**src/rtl/fgpio_capture.sv**
```systemverilog
// Fast-GPIO input capture: synchronises pins, detects enabled edges and
// queues timestamped events in a FIFO read through custom instructions.
module fgpio_capture #(
    parameter int FGPIO_NUM  = 8,
    parameter int FIFO_DEPTH = 8
) (
    input  logic                 clk_neg_i,
    input  logic                 rst_ni,
    input  logic                 cap_req,
    input  logic [6:0]           cap_funct7,
    input  logic [31:0]          cap_rs1_val,
    input  logic [31:0]          cap_rs2_val,
    output logic                 cap_ack,
    output logic                 cap_error,
    output logic [31:0]          cap_rd_val,
    input  logic [FGPIO_NUM-1:0] gpio_in_val
);

    localparam int AW = (FIFO_DEPTH > 1) ? $clog2(FIFO_DEPTH) : 1;
    localparam int CW = AW + 1;
    localparam int N  = FGPIO_NUM;

    localparam logic [6:0] OP_CFG = 7'b0000000;
    localparam logic [6:0] OP_ST  = 7'b0000001;
    localparam logic [6:0] OP_POP = 7'b0000010;
    localparam logic [6:0] OP_CLR = 7'b0000011;

    logic [N-1:0]  sync1, sync2, prev;
    logic [N-1:0]  rise_en, fall_en;
    logic [N-1:0]  pend_r, pend_f;
    logic [N-1:0]  pend_r_nxt, pend_f_nxt;
    logic [N-1:0]  rise, fall;
    logic [N-1:0]  sel_mask, clr_r, clr_f;
    logic [AW-1:0] wptr, rptr;
    logic [CW-1:0] count;
    logic          overflow, ovf_hit;
    logic [23:0]   ts;
    logic [31:0]   mem [FIFO_DEPTH];
    logic [31:0]   head, entry;

    logic          is_cfg, is_st, is_pop, is_clr;
    logic          empty, full, pop_fire, enq;
    logic          sel_valid, sel_rise;
    logic [5:0]    sel_pin;
    logic [63:0]   rs1_ext, rs2_ext;
    logic [7:0]    count8;
    logic          unused;

    assign is_cfg = cap_req && (cap_funct7 == OP_CFG);
    assign is_st  = cap_req && (cap_funct7 == OP_ST);
    assign is_pop = cap_req && (cap_funct7 == OP_POP);
    assign is_clr = cap_req && (cap_funct7 == OP_CLR);

    assign rs1_ext = {32'b0, cap_rs1_val};
    assign rs2_ext = {32'b0, cap_rs2_val};
    assign unused  = ^{rs1_ext, rs2_ext};

    assign empty    = (count == '0);
    assign full     = (count == CW'(FIFO_DEPTH));
    assign count8   = 8'(count);
    assign head     = mem[rptr];
    assign pop_fire = is_pop && !empty;

    assign rise = sync2 & ~prev & rise_en;
    assign fall = ~sync2 & prev & fall_en;

    // Descending scan so the lowest pin wins, rise checked last to win over fall.
    always_comb begin
        sel_valid = 1'b0;
        sel_rise  = 1'b0;
        sel_pin   = '0;
        for (int i = N - 1; i >= 0; i--) begin
            if (pend_f[i]) begin
                sel_valid = 1'b1;
                sel_rise  = 1'b0;
                sel_pin   = 6'(i);
            end
            if (pend_r[i]) begin
                sel_valid = 1'b1;
                sel_rise  = 1'b1;
                sel_pin   = 6'(i);
            end
        end
    end

    assign enq      = sel_valid && (!full || pop_fire) && !is_clr;
    assign sel_mask = N'(1) << sel_pin;
    assign entry    = {1'b1, sel_rise, sel_pin, ts};

    always_comb begin
        clr_r      = '0;
        clr_f      = '0;
        if (enq) begin
            if (sel_rise) clr_r = sel_mask;
            else          clr_f = sel_mask;
        end
        pend_r_nxt = (pend_r & ~clr_r) | rise;
        pend_f_nxt = (pend_f & ~clr_f) | fall;
        ovf_hit    = |(rise & pend_r & ~clr_r) | |(fall & pend_f & ~clr_f);
    end

    always_ff @(posedge clk_neg_i or negedge rst_ni) begin
        if (!rst_ni) begin
            sync1 <= '0;
            sync2 <= '0;
            prev  <= '0;
        end else begin
            sync1 <= gpio_in_val;
            sync2 <= sync1;
            prev  <= sync2;
        end
    end

    always_ff @(posedge clk_neg_i or negedge rst_ni) begin
        if (!rst_ni) begin
            rise_en  <= '0;
            fall_en  <= '0;
            pend_r   <= '0;
            pend_f   <= '0;
            overflow <= 1'b0;
            ts       <= '0;
            wptr     <= '0;
            rptr     <= '0;
            count    <= '0;
        end else if (is_clr) begin
            pend_r   <= '0;
            pend_f   <= '0;
            overflow <= 1'b0;
            ts       <= '0;
            wptr     <= '0;
            rptr     <= '0;
            count    <= '0;
        end else begin
            ts       <= ts + 24'd1;
            overflow <= overflow | ovf_hit;
            if (is_cfg) begin
                rise_en <= rs1_ext[N-1:0];
                fall_en <= rs2_ext[N-1:0];
                pend_r  <= pend_r_nxt & rs1_ext[N-1:0];
                pend_f  <= pend_f_nxt & rs2_ext[N-1:0];
            end else begin
                pend_r  <= pend_r_nxt;
                pend_f  <= pend_f_nxt;
            end
            if (enq)      wptr <= wptr + AW'(1);
            if (pop_fire) rptr <= rptr + AW'(1);
            unique case ({enq, pop_fire})
                2'b10:   count <= count + CW'(1);
                2'b01:   count <= count - CW'(1);
                default: count <= count;
            endcase
        end
    end

    always_ff @(posedge clk_neg_i) begin
        if (enq) mem[wptr] <= entry;
    end

    assign cap_ack = cap_req;

    always_comb begin
        cap_rd_val = '0;
        cap_error  = 1'b0;
        if (cap_req) begin
            case (cap_funct7)
                OP_CFG:  cap_rd_val = '0;
                OP_ST:   cap_rd_val = {overflow, full, empty, 21'b0, count8};
                OP_POP:  cap_rd_val = empty ? 32'h0 : head;
                OP_CLR:  cap_rd_val = '0;
                default: cap_error  = 1'b1;
            endcase
        end
    end

    logic unused_st;
    assign unused_st = is_st;

endmodule
```
**config.mk**
```make
export PLATFORM = sky130hd
export DESIGN_NAME = fgpio_capture
export DESIGN_NICKNAME = d
export VERILOG_FILES = /design/src/rtl/fgpio_capture.sv
export SDC_FILE = /design/constraint.sdc
export NUM_CORES = 1
export LEC_CHECK = 0
export BUFFER_PORTS_ARGS = -buffer_cell sky130_fd_sc_hd__buf_2
export CAP_MARGIN = 20
export CORE_UTILIZATION = 59
export CTS_CLUSTER_DIAMETER = 100
export DETAILED_ROUTE_END_ITERATION = 7
export GPL_TIMING_DRIVEN = 0
export MAX_ROUTING_LAYER = met4
export PLACE_DENSITY = 0.86
export SLEW_MARGIN = 40
export SYNTH_ARGS = -nofsm -noshare
export SYNTH_HDL_FRONTEND = slang
export SYNTH_SLANG_ARGS = --single-unit
```
**constraint.sdc**
```tcl
create_clock -name clk_neg_i -period 5.5 [get_ports clk_neg_i]
set_input_delay 0.55 -clock clk_neg_i [delete_from_list [all_inputs] [get_ports clk_neg_i]]
set_output_delay 0.55 -clock clk_neg_i [all_outputs]
set_load 0.05 [all_outputs]
```
==> out/qor.txt, run 1 <==
syn_area_per_cell = 16.1 µm²
most used cell along the critical path = clkbuf_1
Reg2Reg Setup Slack = 2.16 ns
first-pass GRT wire length = 42000 µm
quantity of I/O buffers inserted on ports = 65
crit path cell chain = nor4_1 > or3_1 > clkbuf_1 > or2_2 > clkbuf_1 > clkbuf_1 > nor2_1 > buf_2
FMAX = 258 MHz
number of nets with antenna violations after routing = 0
CTS sink cnt = 315
synthesized flop and latch total = 315
core area = 21200 µm²
synth cell count leaders = 224 x edfxtp_1, 107 x nor2_1, 91 x dfrtp_1, 56 x mux4_2, 45 x nand2_1
Global Route Usage Sum = 0.258
CTS root buffer = clkbuf_16
initial antenna violation count = 0
ranking of synthesized cells by area = edfxtp_1 52%, dfrtp_1 18%, mux4_2 9.8%, nor2_1 3.1%, mux2i_1 2.3%
Antenna Cells = 0
largest net degree at the start of global routing = 50
Seq/Total Area, Yosys = 0.697
grt total ovfl = 0
Final period util = 0.704
Worst setup EP type = output pin
WP data arrival = 3.32 ns
share of layout cells above drive strength 1 = 0.266
Yosys warnings = 0
RSZ-0062 raised after global routing = false
CTS tree = yes
initial cell density of the core = 0.609
synthesis-to-finish area growth = 14.5%
area leader, netlist = edfxtp_1
Worst Path Max Fanout = 10
Row Count = 53
Layout Nets = 1029
met1 Use GR = 0.342
worst-skew pair later-pin latency = 0.54 ns
post_cts resized = 0
die area = 22500 µm²
final hold vios = 0
Die Ht = 150 µm
met3 GRT Util = 0.0399
top_reg_cell synth = edfxtp_1
Die Wd = 150 µm
Routability Congestion = 0.887
Remaining DRCs = 0
Clock Skew = 0.0115 ns
startpoint types = flop
Final Critical Period = 3.87 ns
most common cell in the netlist = edfxtp_1
Crit-path slowest cell = clkbuf_1
Filler cells = 1326
Synth top area share = 0.521
Max-slew headroom = 0.440
status = complete, no violations
Synth cell types = 63
share of flip-flops with an asynchronous set or reset = 0.289
Clock transition at path regs = 0.06 ns
CTS H-tree lvls = 1
fin. max-slew vios = 0
pwr dens = 505 nW/µm²
worst vdd ir = 0.000303 V
delay-heaviest family, CP = buffers and inverters
leakage power figure = 5.48 nW
First-pass DRT Iterations = 5
DR vias/cell = 6.08
final setup fails = 0
busiest grt layer = met2
Longest Clk Path Bufs = 3
GR Util met2 = 0.414
synthesized instance count = 803
final setup TNS = 0 ns
hpwl dp = 17900 µm
worst slew pin tran = 0.839 ns
DR vias = 7525
IO Count = 116
Largest stage delay, worst path = 0.55 ns
Detailed Route WL = 26800 µm
mapped cell area = 12900 µm²
WS Path Type = flop to output pin
vias in the first global route = 7717
data required time at the worst endpoint = 4.95 ns
Routed WL per cell = 21.6 µm
Hold Path Class = input port to flop
1st-iter DRT viols = 635
CP Buf/Inv Count = 4
fin util = 0.697
Post-synth EDFFs = 224
Max-Cap Viols = 0
TritonCTS Buffers = 29
flip-flops by register name, indices dropped and copies added (netlist names):
signal,cells
count,4
rptr,3
pend_f,8
sync1,8
ts,24
mem,224
wptr,3
overflow,1
prev,8
sync2,8
fall_en,8
pend_r,8
rise_en,8
worst paths after layout:
kind / start / endpoint / depth (start not counted)
min in group asynchronous: rst_ni / sync2[2]$_DFF_PN0_ / 2
setup / recovery: count[1]$_DFFE_PN0P_ / cap_rd_val[22] / 8
hold / removal: gpio_in_val[2] / sync1[2]$_DFF_PN0_ / 1
max in group asynchronous: rst_ni / pend_f[5]$_DFF_PN0_ / 3
hold reg to reg: sync1[3]$_DFF_PN0_ / sync2[3]$_DFF_PN0_ / 0
setup reg to reg: count[1]$_DFFE_PN0P_ / count[3]$_DFFE_PN0P_ / 13
logic make-up (layout without fill, tap and decap cells):
logic type | after synthesis | count (layout) | synth area share
mux | 102 | 102 | 0.135
compound gates | 64 | 64 | 0.0383
simple gates | 242 | 242 | 0.0893
other cells | 1 | 2 | 0.000290
fa+ha+maj | 6 | 6 | 0.00639
xor+xnor | 27 | 27 | 0.0183
buf+inv | 46 | 205 | 0.0157
flops | 315 | 315 | 0.697
cells in the final DEF, fill, tap and decap left out, types with 3 or more instances in the layout:
cell       instances
ha_1               5
and3_1             8
a31oi_1            3
or3_1              7
nor4_1             3
buf_4              8
nor2_1           104
xor2_1            15
mux2i_1           30
edfxtp_1         224
o21ai_0            5
mux2_2            16
xnor2_1           12
a21oi_1           27
nor4_2             3
nand2b_1           3
clkinv_2           9
and3b_1            5
clkbuf_16         29
o21ai_1            3
nor3_1            17
nand4_1            8
clkinv_1           7
a32oi_1            5
nor2_4             3
clkbuf_1          26
nand2_1           45
buf_2            103
nand3_1           15
nor2b_1            3
buf_16             3
inv_1             11
mux4_2            56
dfrtp_1           91
stage by stage:
stage               hold WS, ns  total power [mW]  setup slack (ns)  area, µm²  std cells
global placement          0.332              5.44             -2.35      13600       1144
floorplan                 0.254              4.97             0.439      12900        804
CTS                      0.0945              7.49              1.60      14800       1238
finish                    0.117              7.47              1.63      14800       1238
global route             0.0881              7.79              1.45      14800       1238
detailed placement        0.337              5.69              1.76      14000       1184
per-layer routing:
| metal | share of wire | wire (µm) |
|---|---|---|
| met1 | 0.40 | 10600 |
| met3 | 0.081 | 2180 |
| met2 | 0.50 | 13300 |
| met5 | 0 | 0 |
| met4 | 0.023 | 625 |
power breakdown:
part,switching [mW],internal (mW)
clock,0.829,0.965
combinational,1.07,0.736
sequential,0.399,3.48
worst register-to-register path: stages, from the launching register on:
cell,delay (ns)
dfrtp_1,0.47
nor4_1,0.36
or3_1,0.15
clkbuf_1,0.27
or2_2,0.17
clkbuf_1,0.43
nor2_1,0.20
ha_1,0.31
a21o_1,0.17
a21oi_1,0.18
nor3_1,0.06
a31oi_1,0.19
xor2_1,0.17
nor2_1,0.06
what timing repair did:
| item | in CTS | in global routing |
|---|---|---|
| setup buffers | 0 | 0 |
| hold buffers | 1 | 0 |
| hold endpoints to repair | 42 | 0 |
final cells by class:
class                   count  area (µm²)  share of cell area
flip-flops and latches    315        9000               0.609
multi-input cells         443        3770               0.255
clock buffers              37         756              0.0511
repair buffers            106         639              0.0432
well taps                 275         344              0.0233
plain buffers              35         166              0.0113
clock inverters            16        71.3             0.00482
inverters                  11        41.3             0.00279
(Power assumes the default switching activity.)
==> run 2, diff against run 1 <==
- ABC_AREA: not set -> 1
- clock period: 5.5 -> 3.9 ns (I/O delays scaled with it)
==> run 2 against run 1 <==
  * Synthesized cell count is 45% higher
  * Synthesized area is 0.84% higher
  * Worst setup slack got worse by 1.4 ns
  * Critical endpoint is now cap_rd_val[8]
  * First-iteration DRC count is 66% higher
  * Non-clock buffer count down 2
  * Highest routed layer unchanged
  * Clock power grew 65%
==> out/qor.txt, run 2 <==
Clock Skew = 0.0123 ns (+0.000811 ns)
synthesized flop and latch total = 315 (unchanged)
syn_area_per_cell = 11.2 µm² (-30%)
CTS sink cnt = 315 (unchanged)
Post-Place Cells = 1516 (+28%)
Die Wd = 151 µm (+0.42%)
grt total ovfl = 0 (unchanged)
Layout Nets = 1370 (+33%)
Max-slew headroom = 0.475 (+0.0350)
hpwl dp = 21100 µm (+18%)
TritonCTS Buffers = 30 (+3.4%)
status = complete, no violations
Final period util = 0.929
synth cell count leaders = 224 x edfxtp_1, 176 x nor2_1, 150 x nand2_1, 122 x o21ai_0, 91 x dfrtp_1
Global Route Usage Sum = 0.309 (+0.0509)
Row Count = 53 (unchanged)
first-pass GRT wire length = 50500 µm (+20%)
ranking of synthesized cells by area = edfxtp_1 52%, dfrtp_1 17%, nor2_1 5.1%, o21ai_0 4.7%, nand2_1 4.3%
r2r startpoint = ts[1]$_DFF_PN0_
core area = 21400 µm² (+0.62%)
First-pass DRT Iterations = 5 (unchanged)
mapped cell area = 13000 µm² (+0.84%)
synthesis-to-finish area growth = 15.9%
vias in the first global route = 9533 (+24%)
post-CTS setup buffer count = 0 (unchanged)
worst slew pin tran = 0.781 ns (-0.0585 ns)
worst-skew pair later-pin latency = 0.56 ns (+0.02 ns)
Longest Clk Path Bufs = 3 (unchanged)
max reg flops = 224 (unchanged)
Synth cell types = 42 (-33%)
data required time at the worst endpoint = 3.51 ns (-1.44 ns)
hold_ws = 0.0968 ns (-0.0205 ns)
synthesized instance count = 1165 (+45%)
leakage power figure = 5.93 nW (+8.3%)
top_reg_cell synth = edfxtp_1
Max-Cap Viols = 0 (unchanged)
quantity of I/O buffers inserted on ports = 65 (unchanged)
Hold Path Class = input port to flop
fin. max-slew vios = 0 (unchanged)
largest net degree at the start of global routing = 48 (-4.0%)
most common cell in the netlist = edfxtp_1
Post-synth EDFFs = 224 (unchanged)
CTS tree = yes
Die Ht = 151 µm (+0.42%)
largest register by flop count = mem
crit path cell chain = nor4_1 > nor2_2 > nand2_2 > clkbuf_1 > clkbuf_1 > a21oi_1 > buf_2
Routed WL per cell = 20.8 µm (-3.9%)
final hold vios = 0 (unchanged)
Worst setup EP type = output pin
share of flip-flops with an asynchronous set or reset = 0.289 (unchanged)
initial antenna violation count = 0 (unchanged)
Antenna Cells = 0 (unchanged)
Final Critical Period = 3.62 ns
number of nets with antenna violations after routing = 0 (unchanged)
Largest stage delay, worst path = 0.56 ns (about the same)
pwr dens = 693 nW/µm² (+37%)
most common cell after layout, fill and taps aside = edfxtp_1
DR vias = 9697 (+29%)
1st-iter DRT viols = 1057 (+66%)
Detailed Route WL = 32900 µm (+23%)
Remaining DRCs = 0 (unchanged)
CTS H-tree lvls = 1 (unchanged)
FMAX = 276 MHz
fin util = 0.707 (+0.00997)
CTS root buffer = clkbuf_16
share of layout cells above drive strength 1 = 0.123 (-0.143)
IO Count = 116 (unchanged)
Seq/Total Area, Yosys = 0.691 (-0.00582)
startpoint types = flop
Critical path origin = count[1]$_DFFE_PN0P_
RSZ-0062 raised after global routing = false
Synth top area share = 0.516 (-0.00435)
Yosys warnings = 0 (unchanged)
hold_sp = cap_rs2_val[2]
Clock transition at path regs = 0.06 ns (about the same)
total power = 10.5 mW (+40%)
commonest cells after routing, fill and taps aside = 224 x edfxtp_1, 168 x nor2_1, 150 x nand2_1
DR vias/cell = 6.13 (+0.91%)
biggest regs = mem (224), ts (24)
worst vdd ir = 0.000461 V (+52%)
fin cells = 1581 (+28%)
Worst Path Max Fanout = 10 (unchanged)
Filler cells = 1344 (+1.4%)
final setup fails = 0 (unchanged)
initial cell density of the core = 0.610 (+0.00132)
WS Path Type = flop to output pin
WP data arrival = 3.23 ns (-0.09 ns)
most used cell along the critical path = clkbuf_1
Crit-path slowest cell = clkbuf_1
die area = 22700 µm² (+0.84%)
Routability Congestion = 0.940 (+6.0%)
area leader, netlist = edfxtp_1
[run 2: cell types whose count changed in the layout (fill, tap and decap cells not counted), sizes merged, moves of 16 or more]
cell,previous run,this run
inv,11,86
a21oi,29,69
nand2,45,154
o22ai,0,46
nand3,15,39
clkbuf,57,87
buf,120,80
mux4,56,0
o21ai,8,124
mux2,16,0
mux2i,30,8
nor2,108,189
[run 2: path summary, 6_finish.rpt]
path | end | slack, ns | depth (start not counted)
setup / recovery | cap_rd_val[8] | 0.28 | 7
hold / removal | fall_en[2]$_DFFE_PN0P_ | 0.1 | 3
hold reg to reg | sync2[2]$_DFF_PN0_ | 0.35 | 0
setup reg to reg | ts[22]$_DFF_PN0_ | 0.75 | 17
max in group asynchronous | ts[22]$_DFF_PN0_ | 3.01 | 3
min in group asynchronous | sync2[5]$_DFF_PN0_ | 0.33 | 2
[run 2: layout make-up]
cell class                      count  area (µm²)  share of cell area
Buffer                             55         221              0.0147
Clock buffer                       37         807              0.0535
Clock inverter                     19         201              0.0133
Inverter                           87         327              0.0216
Multi-Input combinational cell    709        3540               0.235
Sequential cell                   315        9000               0.596
Tap cell                          275         344              0.0228
Timing Repair Buffer               84         647              0.0429
[run 2: what timing repair did]
item	4_1_cts	5_1_grt
endpoints found under the setup margin	0	1
hold endpoints to repair	54	0
gates resized for setup	0	2
hold buffers	9	0
[run 2: logic make-up (layout without fill, tap and decap cells)]
logic type      count (synthesis)  count (layout)  share of synthesized area
flops                         315             315                      0.691
mux                             8               8                    0.00615
simple gates                  423             423                      0.138
other cells                     1               2                   0.000288
xor+xnor                        5               5                    0.00336
compound gates                265             265                      0.113
fa+ha+maj                       6               6                    0.00634
buf+inv                       142             282                     0.0420
[run 2: where the power goes]
part / switching [mW] / leakage (nW) / internal (mW)
registers: 0.406 / 3.08 / 4.62
clock network: 1.22 / 0.484 / 1.73
logic: 1.73 / 2.37 / 0.747
[run 2: per-layer routing]
layer,share of wire,GRT usage,wire [µm],up-vias
li1,-,-,-,4322
met2,0.49,0.502,16200,656
met4,0.043,0.154,1400,0
met5,0,-,0,-
met3,0.10,0.0494,3360,132
met1,0.36,0.378,11900,4587
[run 2: critical path, delay by kind of cell (launching register included)]
kind / cells / cell delay (ns)
buffers and inverters: 3 / 1.25
AND/OR/NAND/NOR: 3 / 0.79
flip-flops: 1 / 0.46
AO/OA/AOI/OAI: 1 / 0.15
[run 2: per-stage QoR]
| step | setup TNS (ns) | instance area [µm²] | worst slack, ns |
|---|---|---|---|
| finish | 0 | 15100 | 0.276 |
| global route | 0 | 15100 | 0.214 |
| CTS | 0 | 15100 | 0.0633 |
| detailed placement | 0 | 14000 | 0.486 |
| global placement | -112.55 | 13700 | -0.629 |
| floorplan | 0 | 13000 | 0.754 |
